### config.mk
export PLATFORM = sky130hd
export DESIGN_NAME = rgb_fade_sequencer_flat
export DESIGN_NICKNAME = d
export VERILOG_FILES = /design/src/rtl/rgb_fade_sequencer_if.sv /design/src/rtl/rgb_fade_sequencer.sv /design/src/flat_wrapper.sv
export SDC_FILE = /design/constraint.sdc
export NUM_CORES = 1
export LEC_CHECK = 0
export CORE_ASPECT_RATIO = 0.9
export CORE_MARGIN = 10
export CORE_UTILIZATION = 40
export CTS_BUF_LIST = sky130_fd_sc_hd__clkbuf_16
export DETAILED_ROUTE_END_ITERATION = 7
export GPL_ROUTABILITY_DRIVEN = 0
export GPL_TIMING_DRIVEN = 0
export PLACE_DENSITY_LB_ADDON = 0.25
export REMOVE_ABC_BUFFERS = 1
export SYNTH_ARGS = -nofsm -noshare
export SYNTH_HDL_FRONTEND = slang
export SYNTH_SLANG_ARGS = --single-unit
### constraint.sdc
create_clock -name clk -period 11.4 [get_ports clk]
set_clock_uncertainty 0.1 [all_clocks]
set_input_delay 1.71 -clock clk [delete_from_list [all_inputs] [get_ports clk]]
set_output_delay 1.71 -clock clk [all_outputs]
set_load 0.05 [all_outputs]
### src/rtl/rgb_fade_sequencer_if.sv
// Palette write port of the RGB fade sequencer.
// The master drives one entry per strobe; the slave owns the palette.
interface rgb_fade_sequencer_if #(
  parameter int IW     = 2,
  parameter int HOLD_W = 8
);
  logic              wr_en;
  logic [IW-1:0]     wr_addr;
  logic [23:0]       wr_color;
  logic [HOLD_W-1:0] wr_hold;

  modport master (
    output wr_en,
    output wr_addr,
    output wr_color,
    output wr_hold
  );

  modport slave (
    input wr_en,
    input wr_addr,
    input wr_color,
    input wr_hold
  );
endinterface

### src/rtl/rgb_fade_sequencer.sv
// Palette walker that fades the PWM colour towards each entry,
// holds it, then advances; all sequencing runs on the PWM sync edge.
module rgb_fade_sequencer #(
  parameter int  ENTRIES = 4,
  parameter int  HOLD_W  = 8,
  localparam int IW      = $clog2(ENTRIES)
) (
  input  logic                  clk,
  input  logic                  rst,
  input  logic                  sync_i,
  input  logic                  run,
  input  logic [7:0]            fade_step,
  input  logic [IW-1:0]         last_idx,
  rgb_fade_sequencer_if.slave   wr,
  output logic [7:0]            rcolor_o,
  output logic [7:0]            gcolor_o,
  output logic [7:0]            bcolor_o,
  output logic [IW-1:0]         idx_o,
  output logic [1:0]            state_o,
  output logic                  done_o
);

  typedef enum logic [1:0] {
    IDLE = 2'd0,
    FADE = 2'd1,
    HOLD = 2'd2
  } state_e;

  state_e            state_q, state_d;
  logic [IW-1:0]     idx_q, idx_d;
  logic [23:0]       col_q, col_d;
  logic [23:0]       tgt_q, tgt_d;
  logic [HOLD_W-1:0] hold_q, hold_d;
  logic              done_q, done_d;
  logic              sync_q;
  logic              tick;

  logic [23:0]       pal_c_q [ENTRIES];
  logic [HOLD_W-1:0] pal_h_q [ENTRIES];

  logic [23:0]       nxt_col;
  logic [IW-1:0]     nxt_idx;
  logic              wrap;

  assign tick = sync_i & ~sync_q;

  // 9-bit distance so a step never wraps past the target
  function automatic logic [7:0] fade_ch(
    input logic [7:0] cur,
    input logic [7:0] tgt,
    input logic [7:0] step
  );
    logic [8:0] diff;
    if (cur >= tgt) diff = {1'b0, cur} - {1'b0, tgt};
    else            diff = {1'b0, tgt} - {1'b0, cur};
    if (step == 8'd0 || diff <= {1'b0, step}) begin
      return tgt;
    end else if (cur < tgt) begin
      return cur + step;
    end else begin
      return cur - step;
    end
  endfunction

  always_ff @(posedge clk or posedge rst) begin
    if (rst) begin
      sync_q <= 1'b0;
    end else begin
      sync_q <= sync_i;
    end
  end

  always_ff @(posedge clk or posedge rst) begin
    if (rst) begin
      for (int i = 0; i < ENTRIES; i++) begin
        pal_c_q[i] <= '0;
        pal_h_q[i] <= '0;
      end
    end else if (wr.wr_en) begin
      pal_c_q[wr.wr_addr] <= wr.wr_color;
      pal_h_q[wr.wr_addr] <= wr.wr_hold;
    end
  end

  assign nxt_col = {
    fade_ch(col_q[23:16], tgt_q[23:16], fade_step),
    fade_ch(col_q[15:8],  tgt_q[15:8],  fade_step),
    fade_ch(col_q[7:0],   tgt_q[7:0],   fade_step)
  };

  assign wrap    = (idx_q >= last_idx);
  assign nxt_idx = wrap ? '0 : idx_q + 1'b1;

  always_comb begin
    state_d = state_q;
    idx_d   = idx_q;
    col_d   = col_q;
    tgt_d   = tgt_q;
    hold_d  = hold_q;
    done_d  = 1'b0;
    if (tick) begin
      unique case (state_q)
        IDLE: begin
          if (run) begin
            tgt_d   = pal_c_q[idx_q];
            state_d = FADE;
          end
        end
        FADE: begin
          if (!run) begin
            state_d = IDLE;
          end else begin
            col_d = nxt_col;
            if (nxt_col == tgt_q) begin
              state_d = HOLD;
              hold_d  = pal_h_q[idx_q];
            end
          end
        end
        HOLD: begin
          if (!run) begin
            state_d = IDLE;
            hold_d  = '0;
          end else if (hold_q != '0) begin
            hold_d = hold_q - 1'b1;
          end else begin
            idx_d   = nxt_idx;
            tgt_d   = pal_c_q[nxt_idx];
            state_d = FADE;
            done_d  = wrap;
          end
        end
        default: begin
          state_d = IDLE;
        end
      endcase
    end
  end

  always_ff @(posedge clk or posedge rst) begin
    if (rst) begin
      state_q <= IDLE;
      idx_q   <= '0;
      col_q   <= '0;
      tgt_q   <= '0;
      hold_q  <= '0;
      done_q  <= 1'b0;
    end else begin
      state_q <= state_d;
      idx_q   <= idx_d;
      col_q   <= col_d;
      tgt_q   <= tgt_d;
      hold_q  <= hold_d;
      done_q  <= done_d;
    end
  end

  assign rcolor_o = col_q[23:16];
  assign gcolor_o = col_q[15:8];
  assign bcolor_o = col_q[7:0];
  assign idx_o    = idx_q;
  assign state_o  = state_q;
  assign done_o   = done_q;

endmodule

### src/flat_wrapper.sv
// flat-port wrapper written by rule: the top's interface ports become plain ports
module rgb_fade_sequencer_flat 
#(
  parameter int  ENTRIES = 4,
  parameter int  HOLD_W  = 8,
  localparam int IW      = $clog2(ENTRIES)
)
  (clk, rst, sync_i, run, fade_step, last_idx, rcolor_o, gcolor_o, bcolor_o, idx_o, state_o, done_o, wr_wr_en, wr_wr_addr, wr_wr_color, wr_wr_hold);
  rgb_fade_sequencer_if #(.IW(2), .HOLD_W(HOLD_W)) wr_i ();
  input  logic clk;
  input  logic rst;
  input  logic sync_i;
  input  logic run;
  input  logic [7:0] fade_step;
  input  logic [IW-1:0] last_idx;
  output logic [7:0] rcolor_o;
  output logic [7:0] gcolor_o;
  output logic [7:0] bcolor_o;
  output logic [IW-1:0] idx_o;
  output logic [1:0] state_o;
  output logic done_o;
  input wire logic [$bits(wr_i.wr_en)-1:0] wr_wr_en;
  input wire logic [$bits(wr_i.wr_addr)-1:0] wr_wr_addr;
  input wire logic [$bits(wr_i.wr_color)-1:0] wr_wr_color;
  input wire logic [$bits(wr_i.wr_hold)-1:0] wr_wr_hold;
  assign wr_i.wr_en = wr_wr_en;
  assign wr_i.wr_addr = wr_wr_addr;
  assign wr_i.wr_color = wr_wr_color;
  assign wr_i.wr_hold = wr_wr_hold;
  rgb_fade_sequencer #(.ENTRIES(ENTRIES), .HOLD_W(HOLD_W)) u_core (.clk(clk), .rst(rst), .sync_i(sync_i), .run(run), .fade_step(fade_step), .last_idx(last_idx), .wr(wr_i), .rcolor_o(rcolor_o), .gcolor_o(gcolor_o), .bcolor_o(bcolor_o), .idx_o(idx_o), .state_o(state_o), .done_o(done_o));
endmodule
==> reports/metrics.csv <==
stage,metric,value,unit
drt,first_pass_iters,5,
clocking,cts_buffer_depth,2,
grt,grt_pass1_vias,11076,
timing,setup_tns,0,ns
setup_path,reg2reg_to,u_core.hold_q[4],
timing,min_period_over_period,0.5779,
min_path,min_to,u_core.pal_c_q[21],
grt,grt_max_degree,131,
drt,wl_per_cell,19.21,um
floorplanning,die_w,217.9,um
floorplanning,rows,65,
timing,fin_hold_ws,0.4014,ns
timing,min_period,6.588,ns
timing,maxSlewHeadroom,0.1927,
layout,fillers,3313,
floorplanning,core,34970,um^2
logic_synthesis,muxShareOfSynthArea,0.1862,
logic_synthesis,async_flop_share,1.000,
layout,fin_area,15970,um^2
logic_synthesis,synth_top_family_by_area,multiplexers,
placed_design,place_hpwl,27730,um
clocking,cts_setup_buffers,0,
drt,drtAntennaViolNets,0,
logic_synthesis,synthCells,1437,
drt,vias,11174,
logic_synthesis,synth_top_flop_cell,dfrtp_1,
grt,antenna_found_initial,0,
clocking,hold_buffers,0,
placed_design,place_area,15450,um^2
floorplanning,dieArea,43180,um^2
clocking,cts_buffers,17,
grt,grt_first_pass_wirelength,60440,um
timing,timing.final.ws_setup,4.812,ns
timing,max_freq,151.8,MHz
drt,viasPerCell,5.733,
setup_path,cp-end-kind,flop,
logic_synthesis,synthSimpleGateAreaFrac,0.1152,
setup_path,rr_startpoint,u_core.col_q[1],
min_path,min_path_cells,1,
setup_path,cp.arrival,6.81,ns
timing,setup_viol,0,
logic_synthesis,synth-edff-count,0,
layout,final_common_cell,dfrtp_1,
placed_design,port_buffers,77,
clocking,cts_root_buffer,clkbuf_16,
grt,overflow,0,
drt,drcViolationCount,0,
layout,final_cell_mix,"dfrtp_1, mux2_2, nor2_1",
floorplanning,start_util,0.4033,
logic_synthesis,synth-adder-area-share,0.09972,
logic_synthesis,synth_cell_types,77,
setup_path,r2r_slack,4.81,ns
layout,area_growth,13.24,%
drt,drt_iter0_markers,691,
logic_synthesis,synth_xor_area_frac,0.04773,
logic_synthesis,ys_ff_latch,190,
job,cap_violations,0,
logic_synthesis,seq_area_frac_synth,0.3371,
timing,slew_viol_final,0,
clocking,cts_resized,0,
floorplanning,chipHeight,198.1,um
placed_design,pre_cts_slack,4.856,ns
layout,fin_nets,1625,
clocking,clkSinkCount,190,
grt,track_usage,0.1739,
setup_path,timing_worst_setup_path_type,reg -> reg,
clocking,clkTransAtPathRegs,0.08,ns
clocking,htree_levels,4,
timing,finalHoldViolations,0,
layout,diodes,0,
status,status,"finished, final reports clean",
drt,drt-total-wl,37450,um
logic_synthesis,synth-compound-area-share,0.1729,
setup_path,cp.required,11.62,ns
min_path,hp-class,reg -> reg,
floorplanning,pin_count,78,
layout,drive_gt1_frac,0.1581,
clocking,cts_tree,yes,
min_path,min_from,u_core.pal_c_q[21],
logic_synthesis,ys_warn_count,0,
logic_synthesis,syn_avg_cell_area,9.815,um^2
timing,tightestPinTransition,1.210,ns
logic_synthesis,netlist_area,14100,um^2
setup_path,cp_max_fo,12,
timing,rsz0062_at_grt,false,
setup_path,ff2ff_path_depth,18,
setup_path,crit_path_start_kind,flop,
clocking,insertion_delay,0.44,ns
area by class of cell:
class,instances,area [um^2],share of cell area
sequential,190,4762,0.2982
inverter,74,285.3,0.01786
clock inverter,13,98.84,0.006189
timing repair buffer,90,1007,0.06307
multi-input combinational,1096,8805,0.5513
tap,469,586.8,0.03674
clock buffer,17,425.4,0.02664
registers in the layout, indices dropped and copies added, names as in the netlist, 2 cells and up:
register,cells
u_core.col_q,24
u_core.hold_q,8
u_core.idx_o,2
u_core.pal_c_q,96
u_core.pal_h_q,32
u_core.state_o,2
u_core.tgt_q,24
critical path, cell delays in order, from the launching register on:
cell       delay, ns
dfrtp_1         0.48
inv_1           0.19
ha_1            0.37
nor2b_1         0.17
o311ai_1        0.33
nand2_2         0.21
nor2_1          0.76
mux2i_1         0.23
a221o_1         0.34
a221o_1         0.31
xor2_1          0.22
ha_1            0.30
a211o_1         0.33
a2111oi_0       0.43
nor4_1          0.21
o31ai_4         0.51
o311ai_4        0.20
o31a_1          0.39
a221o_1         0.36
logic make-up (layout without fill, tap and decap cells):
logic type | Yosys count | count (layout)
AO/OA/AOI/OAI | 358 | 358
flip-flops | 190 | 190
adder cells (fa/ha/maj) | 107 | 107
AND/OR/NAND/NOR | 345 | 345
XOR/XNOR | 69 | 69
multiplexers | 217 | 217
buffers and inverters | 151 | 194
worst max-delay path by stage:
| stage | startpoint | end | slack (ns) | cells after the start |
|---|---|---|---|---|
| floorplan | rst | u_core.col_q[0] | 4.42 | 1 |
| finish | u_core.col_q[1] | u_core.hold_q[4] | 4.81 | 18 |
| detailed placement | fade_step[0] | u_core.hold_q[4] | 4.86 | 15 |
| global route | u_core.col_q[1] | u_core.hold_q[4] | 4.39 | 18 |
| global placement | rst | u_core.pal_h_q[4] | 1.64 | 2 |
| CTS | u_core.col_q[1] | u_core.hold_q[4] | 4.81 | 18 |
metrics by stage:
stage / utilization / instances
2_1_floorplan: - / 1360
3_3_place_gp: 0.4335 / 1906
3_5_place_dp: 0.4417 / 1919
4_1_cts: 0.4567 / 1949
5_1_grt: 0.4567 / 1949
6_report: 0.4567 / 1949
metal layers:
layer | global-route usage | part of all wire
met1 | 0.2368 | 0.47
met2 | 0.2772 | 0.46
met3 | 0.03082 | 0.052
met4 | 0.04882 | 0.016
met5 | 0 | 0
synth_stat cells (24+ instances only):
cell type,number,share of area
nor3_1,24,0.0085
nor2_1,121,0.032
clkbuf_1,58,0.015
a211oi_1,30,0.016
mux2_2,143,0.11
o21ai_0,76,0.027
a21o_1,41,0.022
mux2i_1,52,0.037
ha_1,98,0.087
nand2_1,86,0.023
xnor2_1,44,0.027
a21oi_1,80,0.028
dfrtp_1,190,0.34
inv_1,74,0.020
Power is left out: the tool's default activity adds up to more than one toggle a clock period on the data nets, which glitch-free logic cannot reach.
